[config.mk]
export PLATFORM = sky130hd
export DESIGN_NAME = uart_byte_tx
export DESIGN_NICKNAME = d
export VERILOG_FILES = /design/src/rtl/uart_byte_tx.sv
export SDC_FILE = /design/constraint.sdc
export NUM_CORES = 1
export LEC_CHECK = 0
export ABC_AREA = 1
export ABC_CLOCK_PERIOD_IN_PS = 2200
export BUFFER_PORTS_ARGS = -buffer_cell sky130_fd_sc_hd__buf_2
export CAP_MARGIN = 20
export CORE_MARGIN = 2
export CORE_UTILIZATION = 60
export CTS_CLUSTER_SIZE = 30
export DETAILED_ROUTE_END_ITERATION = 6
export PLACE_DENSITY = 0.89
export SYNTH_ARGS = -nofsm -noshare
export SYNTH_HDL_FRONTEND = slang
export SYNTH_SLANG_ARGS = --single-unit
[constraint.sdc]
create_clock -name Clk -period 2.2 [get_ports Clk]
set_clock_uncertainty 0.05 [all_clocks]
set_input_delay 0.11 -clock Clk [delete_from_list [all_inputs] [get_ports Clk]]
set_output_delay 0.11 -clock Clk [all_outputs]
set_load 0.01 [all_outputs]
[src/rtl/uart_byte_tx.sv]
// -----------------------------------------------------------------------------
// uart_byte_tx
//   Transmit half of the board UART link. Each accepted request is sent as one
//   frame on Rs232_Tx: a start bit, 8 data bits LSB first, one check bit, and
//   STOP_BITS stop bits. Bit timing comes from the same baud_set table and
//   16x-tick timebase as the receive side, so the two agree on bit period.
//
// Parameters
//   PARITY_ODD  0: check bit = ^data (even), 1: check bit = ~^data (odd)
//   STOP_BITS   number of stop bits, 1 or 2
//
// Ports
//   Clk         system clock (50 MHz nominal)
//   Rst_n       asynchronous active-low reset
//   baud_set    rate select 0:9600 1:19200 2:38400 3:57600 4:115200, else 9600
//   Send_En     single-cycle send request, honoured only while idle
//   data_byte   byte to send, captured on the accepting edge
//   Rs232_Tx    serial line, idle high, registered
//   Tx_Done     one-cycle pulse in the last clock of the final stop bit
//   uart_state  1 while a frame is in progress
// -----------------------------------------------------------------------------
module uart_byte_tx #(
  parameter int PARITY_ODD = 0,
  parameter int STOP_BITS  = 1
) (
  input  logic       Clk,
  input  logic       Rst_n,
  input  logic [2:0] baud_set,
  input  logic       Send_En,
  input  logic [7:0] data_byte,
  output logic       Rs232_Tx,
  output logic       Tx_Done,
  output logic       uart_state
);

  localparam logic [2:0] S_IDLE   = 3'd0;
  localparam logic [2:0] S_START  = 3'd1;
  localparam logic [2:0] S_DATA   = 3'd2;
  localparam logic [2:0] S_PARITY = 3'd3;
  localparam logic [2:0] S_STOP   = 3'd4;

  // Frame position of the final stop bit (0 = start bit).
  localparam logic [3:0] LAST_BIT = 4'(9 + STOP_BITS);

  logic [2:0]  r_state;
  logic [15:0] r_bps_dr;
  logic [15:0] r_div_cnt;
  logic [3:0]  r_tick_cnt;
  logic [3:0]  r_bit_idx;
  logic [7:0]  r_shift;
  logic        r_parity;
  logic        r_busy;
  logic        r_tx;
  logic        r_done;

  logic [15:0] w_bps_dr;
  logic        w_parity;
  logic        w_accept;
  logic        w_tick;
  logic        w_bit_end;
  logic        w_last;
  logic        w_line;

  // Prescaler terminal count for 16 ticks per bit at 50 MHz.
  always_comb begin
    // NOTE: every combinational output gets a default first, so no path leaves
    // it unassigned and no latch is inferred.
    w_bps_dr = 16'd324;
    case (baud_set)
      3'd0:    w_bps_dr = 16'd324;
      3'd1:    w_bps_dr = 16'd162;
      3'd2:    w_bps_dr = 16'd80;
      3'd3:    w_bps_dr = 16'd53;
      3'd4:    w_bps_dr = 16'd26;
      default: w_bps_dr = 16'd324;
    endcase
  end

  assign w_parity  = (PARITY_ODD != 0) ? ~^data_byte : ^data_byte;
  assign w_accept  = Send_En & ~r_busy;
  assign w_tick    = r_busy & (r_div_cnt == r_bps_dr);
  assign w_bit_end = w_tick & (r_tick_cnt == 4'd15);
  assign w_last    = w_bit_end & (r_bit_idx == LAST_BIT);

  // Level for the bit currently being timed; registered into r_tx so the line
  // lags the counters by one clock and the start bit appears one clock after
  // the accepting edge.
  always_comb begin
    w_line = 1'b1;
    if (r_busy) begin
      case (r_state)
        S_START:  w_line = 1'b0;
        S_DATA:   w_line = r_shift[0];
        S_PARITY: w_line = r_parity;
        default:  w_line = 1'b1;
      endcase
    end
  end

  always_ff @(posedge Clk or negedge Rst_n) begin
    if (!Rst_n) begin
      r_state    <= S_IDLE;
      r_bps_dr   <= 16'd0;
      r_div_cnt  <= 16'd0;
      r_tick_cnt <= 4'd0;
      r_bit_idx  <= 4'd0;
      r_shift    <= 8'd0;
      r_parity   <= 1'b0;
      r_busy     <= 1'b0;
    end else if (w_accept) begin
      // NOTE: sequential state uses non-blocking assignments so every register
      // samples pre-edge values regardless of statement order.
      r_state    <= S_START;
      r_bps_dr   <= w_bps_dr;
      r_div_cnt  <= 16'd0;
      r_tick_cnt <= 4'd0;
      r_bit_idx  <= 4'd0;
      r_shift    <= data_byte;
      r_parity   <= w_parity;
      r_busy     <= 1'b1;
    end else if (r_busy) begin
      r_div_cnt <= w_tick ? 16'd0 : r_div_cnt + 16'd1;
      if (w_tick) begin
        r_tick_cnt <= r_tick_cnt + 4'd1;  // wraps 15 -> 0 at each bit end
      end
      if (w_last) begin
        r_state   <= S_IDLE;
        r_bit_idx <= 4'd0;
        r_busy    <= 1'b0;
      end else if (w_bit_end) begin
        r_bit_idx <= r_bit_idx + 4'd1;
        case (r_state)
          S_START:  r_state <= S_DATA;
          S_DATA: begin
            if (r_bit_idx == 4'd8) begin
              r_state <= S_PARITY;
            end else begin
              r_shift <= r_shift >> 1;     // next data bit into position 0
            end
          end
          S_PARITY: r_state <= S_STOP;
          default:  r_state <= S_STOP;     // extra stop bits stay in STOP
        endcase
      end
    end
  end

  always_ff @(posedge Clk or negedge Rst_n) begin
    if (!Rst_n) begin
      r_tx   <= 1'b1;
      r_done <= 1'b0;
    end else begin
      r_tx   <= w_line;
      r_done <= w_last;
    end
  end

  assign Rs232_Tx   = r_tx;
  assign Tx_Done    = r_done;
  assign uart_state = r_busy;

endmodule
Word-level counts from Yosys, hierarchy flattened:

Index checks and enable logic that the tools add are counted.

* add/subtract/negate cells: 3
* eq/ne operators: 14
* multiplexer cells: 28
* bitwise operators: 5
* reductions and logical operators: 10

Operators with widths (count)
* 16-bit 2-to-1 mux: 3
* 8-bit 2-to-1 mux: 6
* 9-bit one-hot mux with 4 select lines: 1
* 4-bit 2-to-1 mux: 7
* 16-bit by 1-bit adder with 16-bit output, second input constant: 1
* 16-bit == test: 1
* 3-bit 2-to-1 mux: 5
* 3-bit by 2-bit == test with 1-bit output, second input constant: 4
* 4-bit == test, second input constant: 3
* 4-bit by 1-bit adder with 4-bit output, second input constant: 2
* 2-bit nonzero test: 4
* 8-bit XOR reduction: 1
* 3-bit by 1-bit == test with 1-bit output, second input constant: 2
* 3-bit one-hot mux with 2 select lines: 1
* 5-bit AND reduction: 1
* 1-bit AND: 4
* 1-bit 2-to-1 mux: 4
* 2-bit inequality test, second input constant: 2
* 4-bit inequality test, second input constant: 1
* 2-bit AND reduction: 2
* 3-bit == test, second input constant: 1
* 1-bit one-hot mux with 3 select lines: 1
* 3-bit AND reduction: 1
* 3-bit nonzero test: 1
* 1-bit inverter: 1

* flip-flop bits (word level): 55
* bits of input ports: 14
* output and inout bits: 3
* logic and storage cells: 70

Logic depth before layout (Yosys ltp):

Gate-level depths: netlist of the first run.

* depth after elaboration: 7
* gate-level depth with buffers: 13
* depth with buffers taken out: 12

Worst setup path after synthesis of the first run:

Ideal clock, no wire load.

* path type: register to register
* start point: reg r_bit_idx[0]
* end point: reg r_shift[0]
* setup time: 117 ps
* arrival time: 1374 ps
* required time: 2033 ps
* setup slack: 659 ps
* stages on the path, launching flop included: 9
* period minus slack after synthesis: 1541 ps
* path through: dfrtp_1 > inv_1 > ha_1 > nor2_1 > o21ai_0 > o21ai_2 > nand2_1 > nand2_1 > nand2_1

* word-level cells in the longest chain between the ends: 4
* elaborated cells between the ends (all ways): 6
* classes of those cells: eq/ne (4); bitwise (1); reduce/logical (1)

Ends and longest elaborated chain
* start, declared: line 49 `logic [3:0] r_bit_idx;`
* start signal, assigned: line 131 `r_bit_idx <= r_bit_idx + 4'd1;`
* 4-bit == test: line 83 `assign w_last = w_bit_end & (r_bit_idx == LAST_BIT);`
* 1-bit AND: line 83
* 2-bit inequality test (no source line)
* 5-bit AND reduction (no source line) (*)
* end signal, assigned: line 118 `r_shift <= data_byte;`
* end signal, assigned: line 138 `r_shift <= r_shift >> 1;`
* end, declared: line 50 `logic [7:0] r_shift;`

Every way passes the cells marked *; elsewhere a longest branch is shown, timed or not.
A chain may end at the register's enable or synchronous reset.

Worst setup path after layout of the first run:

* start point: reg r_div_cnt[11]
* end point: reg r_shift[3]

* word-level cells in the longest chain between the ends: 6
* elaborated cells between the ends (all ways): 7
* classes of those cells: eq/ne (2); bitwise (3); reduce/logical (2)

Ends and longest elaborated chain
* start, declared: line 47 `logic [15:0] r_div_cnt;`
* start signal, assigned: line 122 `r_div_cnt <= w_tick ? 16'd0 : r_div_cnt + 16'd1;`
* 16-bit == test (*): line 81 `assign w_tick = r_busy & (r_div_cnt == r_bps_dr);`
* 1-bit AND (*): line 81
* 1-bit AND (*): line 82 `assign w_bit_end = w_tick & (r_tick_cnt == 4'd15);`
* 1-bit AND: line 83
* 2-bit inequality test (no source line)
* 5-bit AND reduction (no source line) (*)

Marked as above.

==> results.json, run 1 <==
{
  "place_congestion": 0.875,
  "hold_viol_final": 0,
  "slew_viol_final": 0,
  "viasPerCell": 5.43,
  "cts_resized": 0,
  "clk_path_buf_depth": 2,
  "period_share": 0.857,
  "synth_warnings": 0,
  "ys_seq_elements": 48,
  "power_w": 0.00248,
  "drtIter0Drc": 187,
  "wl_per_cell_um": 13.0,
  "synth_area_um2": 2740,
  "synth_area_leaders": "dfrtp_1 43%, nand2_1 16%, nand3_1 6.6%, inv_1 6.4%, o21ai_0 4.7%",
  "relSlewSlack": 0.610,
  "num-nets-final": 414,
  "final_common_cell": "nand2_1",
  "final-seq-area_um2": 1200,
  "grt_pass1_wl_mm": 10.2,
  "std_cell_rows": 24,
  "postSynthAreaPerCell_um2": 7.35,
  "syn_nets": 392,
  "cp-end-kind": "flip-flop",
  "place_inst": 438,
  "critPathKind": "reg2reg",
  "power_leakage_nw": 1.59,
  "vias": 2431,
  "fillers": 346,
  "final_layout_size_suffix_gt1_frac": 0.106,
  "vdd_drop_max_v": 0.000624,
  "most-common-layout-cells": "120 x nand2_1, 47 x dfrtp_1, 47 x inv_1, 36 x nand3_1, 28 x nor2_1",
  "antenna_found_initial": 0,
  "cp_max_fo": 11,
  "die_w_um": 71.6,
  "tightest_slew_ns": 0.585,
  "fin_cells": 448,
  "multi_input_area_um2": 1320,
  "antenna_cells": 0,
  "rsz0062_at_grt": "false",
  "ant_nets": 0,
  "crit_arrival_ns": 2.04,
  "clk_latency_ns": 0.31,
  "hold_class": "in2reg",
  "ys_types": 30,
  "fmax_ghz": 0.530,
  "power_density_nw_per_um2": 827,
  "grt_usage": 0.256,
  "cts_made_buffers": 5,
  "fp.dieH_um": 71.6,
  "initial_core_util": 0.625,
  "cts-root-buf": "clkbuf_8",
  "min_period_ns": 1.89,
  "critPathLaunchType": "flip-flop",
  "clk_pin_slew_worst_paths_ns": 0.09,
  "crit_required_ns": 2.36,
  "seq_area_frac_synth": 0.439,
  "grt_pass1_vias": 2275,
  "status": "finished clean",
  "setup_viol": 0,
  "dp_hpwl_mm": 4.26,
  "die_area_um2": 5130,
  "cts_tree": "yes",
  "synth_top_area_share": 0.429,
  "ios": 17,
  "dr.pass1.iters": 5,
  "drv_cap": 0,
  "drc": 0,
  "yosys.area.top_type": "dfrtp_1",
  "setup_tns_ns": 0,
  "layout-area-overhead-vs-synth_pct": 9.58,
  "core_area_um2": 4380,
  "port_buffers": 16,
  "postCtsSetupBuffers": 0,
  "grt_max_degree": 22,
  "postSynthCellCount": 373,
  "cts_sinks": 48,
  "routed_wl_mm": 5.81,
  "h-tree-depth": 2,
  "overflow": 0
}
## logic make-up (layout without fill, tap and decap cells)
| family | Yosys count | after routing | share of synthesized area |
|---|---|---|---|
| AND/OR/NAND/NOR | 203 | 203 | 0.314 |
| buffers and inverters | 56 | 79 | 0.0803 |
| flip-flops | 48 | 48 | 0.439 |
| AO/OA/AOI/OAI | 45 | 45 | 0.0927 |
| XOR/XNOR | 16 | 16 | 0.0511 |
| adder cells (fa/ha/maj) | 5 | 5 | 0.0228 |
## area by class of cell
| cell class | count | share of cell area |
|---|---|---|
| flip-flops and latches | 48 | 0.400 |
| multi-input cells | 269 | 0.439 |
| clock buffers | 6 | 0.0242 |
| clock inverters | 2 | 0.0117 |
| well taps | 52 | 0.0217 |
| inverters | 50 | 0.0625 |
| repair buffers | 21 | 0.0408 |
## final timing paths
check | from | to | slack, ns | cells after the start
worst min register to register | r_shift[4] | r_shift[4] | 0.44 | 2
worst max register to register | r_div_cnt[11] | r_shift[3] | 0.31 | 10
worst min-delay path | baud_set[2] | r_bps_dr[7] | 0.08 | 4
max in group asynchronous | Rst_n | Rs232_Tx | 1.21 | 3
worst max-delay path | r_div_cnt[11] | r_shift[3] | 0.31 | 10
min in group asynchronous | Rst_n | r_div_cnt[10] | 0.24 | 2
## timing repair
item,CTS,global route
hold endpoints to repair,20,0
setup endpoints to repair,0,0
hold buffers,2,0
## synthesized netlist by cell type (all sizes together)
cell,number
o31ai,1
o211ai,1
nand2,125
inv,50
nor3,7
ha,5
nor2,30
dfstp,1
xor2,8
buf,3
a21oi,5
o221ai,1
o21ai,31
o22ai,5
and3b,1
xnor2,8
clkbuf,3
dfrtp,47
nand4,3
a21o,1
nand3,37
## flip-flops by register name, indices dropped and copies added (netlist names)
| register | cells |
|---|---|
| r_div_cnt | 16 |
| r_bps_dr | 9 |
| Tx_Done | 1 |
| r_parity | 1 |
| r_tick_cnt | 4 |
| r_shift | 8 |
| r_bit_idx | 4 |
| uart_state | 1 |
| Rs232_Tx | 1 |
| r_state | 3 |
## worst max-delay path: stages, from the launching register on
cell and delay, ns:
dfrtp_1 0.45, nor2_1 0.12, nand2_1 0.10, inv_1 0.07
nand3_1 0.09, nor2_2 0.18, nand3_2 0.12, nand2_2 0.21
nand2_1 0.22, nand2_1 0.11, nand2_1 0.06
## where the power goes
| group | switching [W] | total (W) | internal [W] | leakage (nW) |
|---|---|---|---|---|
| Clock | 0.000300 | 0.000638 | 0.000338 | 0.0552 |
| Sequential | 0.000149 | 0.00118 | 0.00103 | 0.601 |
| Combinational | 0.000407 | 0.000668 | 0.000261 | 0.929 |
## per-stage QoR
stage	instance area, um2	utilization	hold slack, ns	worst slack, ns
4_1_cts	3000	0.685	0.0699	0.336
5_1_grt	3000	0.685	0.114	0.0931
3_3_place_gp	2880	0.656	0.0503	0.393
6_report	3000	0.685	0.0752	0.314
2_1_floorplan	2740	-	-0.236	0.659
3_5_place_dp	2880	0.656	0.0586	0.363
## layer usage
layer  vias up  track usage  wire (um)  part of all wire
li1       1223            -          -                 -
met1      1122        0.362       2660              0.46
met2        77        0.400       2710              0.47
met3         9       0.0408        369             0.064
met4         0       0.0943         72             0.012
met5         -            0          0                 0
Power figures use the tool's default switching activity.
==> run 2, diff against run 1 <==
Settings changed: CORE_UTILIZATION 60 to 26, PLACE_DENSITY 0.89 to 0.51.
==> run 2 against run 1 <==
- routed wire length increased by 3.3%
- clock power increased by 38%
- first-iteration DRC count decreased by 18%
- sequential share of layout area decreased by 2.1 points
- setup slack got worse by 0.034 ns
- combinational power about the same
- die area increased by 120%
- utilization decreased by 38 points
- critical endpoint is now r_div_cnt[14]
- largest power group unchanged
- highest routed layer unchanged
==> results.json, run 2 (synthesis gave the netlist of run 1 again) <==
{
  "port_buffers": 16,
  "initial_core_util": 0.267,
  "cts_tree": "yes",
  "crit_arrival_ns": 2.05,
  "power_density_nw_per_um2": 860,
  "final_common_cell": "nand2_1",
  "largest_reg_flops": 16,
  "core_area_um2": 10300,
  "routed_wl_mm": 6.00,
  "ios": 17,
  "most-common-layout-cells": "120 x nand2_1, 47 x dfrtp_1, 47 x inv_1, 36 x nand3_1, 28 x nor2_1",
  "die_area_um2": 11400,
  "ant_nets": 0,
  "die_w_um": 107,
  "viasPerCell": 4.43,
  "relSlewSlack": 0.606,
  "place_congestion": 0.877,
  "drtIter0Drc": 154,
  "top_regs": "r_div_cnt x16, r_bps_dr x9, r_shift x8",
  "fp.dieH_um": 107,
  "vias": 2356,
  "overflow": 0,
  "setup_tns_ns": 0,
  "p_comb_frac": 0.244,
  "cp-end-kind": "flip-flop",
  "hold_class": "in2reg",
  "fmax_ghz": 0.521,
  "wl_per_cell_um": 11.3,
  "cts_made_buffers": 5,
  "power_leakage_nw": 1.61,
  "antenna_cells": 0,
  "antenna_found_initial": 0,
  "power.internal_w": 0.00186,
  "regMostFlops": "r_div_cnt",
  "min_period_ns": 1.92,
  "drv_cap": 0,
  "final_layout_size_suffix_gt1_frac": 0.109,
  "power_frac_clock": 0.322,
  "cp_max_fo": 5,
  "seqPwrFrac": 0.433,
  "layout-area-overhead-vs-synth_pct": 15.7,
  "hold_viol_final": 0,
  "grt_usage": 0.114,
  "cts-root-buf": "clkbuf_8",
  "tightest_slew_ns": 0.591,
  "std_cell_rows": 37,
  "fin_cells": 532,
  "slew_viol_final": 0,
  "grt_pass1_vias": 2266,
  "dp_hpwl_mm": 4.61,
  "clk_latency_ns": 0.30,
  "cts_sinks": 48,
  "place_inst": 522,
  "cts_resized": 0,
  "status": "finished clean",
  "hold_slack_ns": 0.0651,
  "grt_pass1_wl_mm": 10.6,
  "rsz0062_at_grt": "false",
  "drc": 0,
  "clk_pin_slew_worst_paths_ns": 0.10,
  "h-tree-depth": 2,
  "dr.pass1.iters": 4,
  "clk_path_buf_depth": 2,
  "num-nets-final": 414,
  "switching_power_w": 0.000867,
  "setup_viol": 0,
  "critPathLaunchType": "flip-flop",
  "crit_required_ns": 2.33,
  "period_share": 0.873,
  "swShare": 0.318,
  "grt_max_degree": 27,
  "vdd_drop_max_v": 0.000384,
  "critPathKind": "reg2reg"
}
-- run 2: path summary, 6_finish.rpt --
path	slack [ns]	cells after the start	endpoint	startpoint
max	0.28	8	r_div_cnt[14]	r_div_cnt[0]
min	0.07	4	r_bps_dr[7]	baud_set[2]
max reg2reg	0.28	8	r_div_cnt[14]	r_div_cnt[0]
min reg2reg	0.43	2	r_shift[1]	r_shift[1]
max in group asynchronous	1.27	3	r_bps_dr[5]	Rst_n
min in group asynchronous	0.29	2	r_state[0]	Rst_n
-- run 2: timing repair --
| item | CTS | global route |
|---|---|---|
| hold buffers | 2 | 0 |
| setup buffers | 0 | 0 |
| setup endpoints to repair | 0 | 0 |
| endpoints found under the hold margin | 22 | 0 |
-- run 2: through the flow --
step	worst slack, ns	instance area, um2	total power (W)	utilization
after detailed placement	0.340	2990	0.00186	0.291
after global routing	0.0983	3170	0.00293	0.309
after CTS	0.301	3170	0.00276	0.309
after floorplan	0.659	2740	0.00167	-
final	0.280	3170	0.00273	0.309
after global placement	0.330	2990	0.00185	0.291
-- run 2: per-layer routing --
| layer | vias up | global-route usage | routed length [um] |
|---|---|---|---|
| li1 | 1225 | - | - |
| met1 | 1092 | 0.165 | 3150 |
| met2 | 34 | 0.176 | 2660 |
| met3 | 5 | 0.0213 | 144 |
| met4 | 0 | 0.0269 | 55 |
| met5 | - | 0 | 0 |
-- run 2: area by class of cell --
cell class / count / area (um2)
fill: 1137 / 7100
clock buffer: 5 / 68.8
sequential: 48 / 1200
tap: 136 / 170
multi-input combinational: 269 / 1320
clock inverter: 3 / 90.1
inverter: 50 / 188
timing repair buffer: 21 / 135
-- run 2: power by group through the flow --
| stage | combinational [W] | sequential (W) | clock [W] |
|---|---|---|---|
| 2_1_floorplan | 0.000511 | 0.00116 | 0 |
| 3_3_place_gp | 0.000658 | 0.00120 | 0 |
| 3_5_place_dp | 0.000667 | 0.00120 | 0 |
| 4_1_cts | 0.000674 | 0.00118 | 0.000902 |
| 5_1_grt | 0.000783 | 0.00121 | 0.000941 |
| 6_report | 0.000667 | 0.00118 | 0.000879 |
-- run 2: worst max-delay path, cell delays in order (launching register included) --
cell	delay (ns)
dfrtp_1	0.45
ha_1	0.23
nand3_1	0.13
nor2_1	0.20
nand4_1	0.21
nor2_1	0.28
nand2_1	0.08
nand3_1	0.08
o21ai_0	0.07
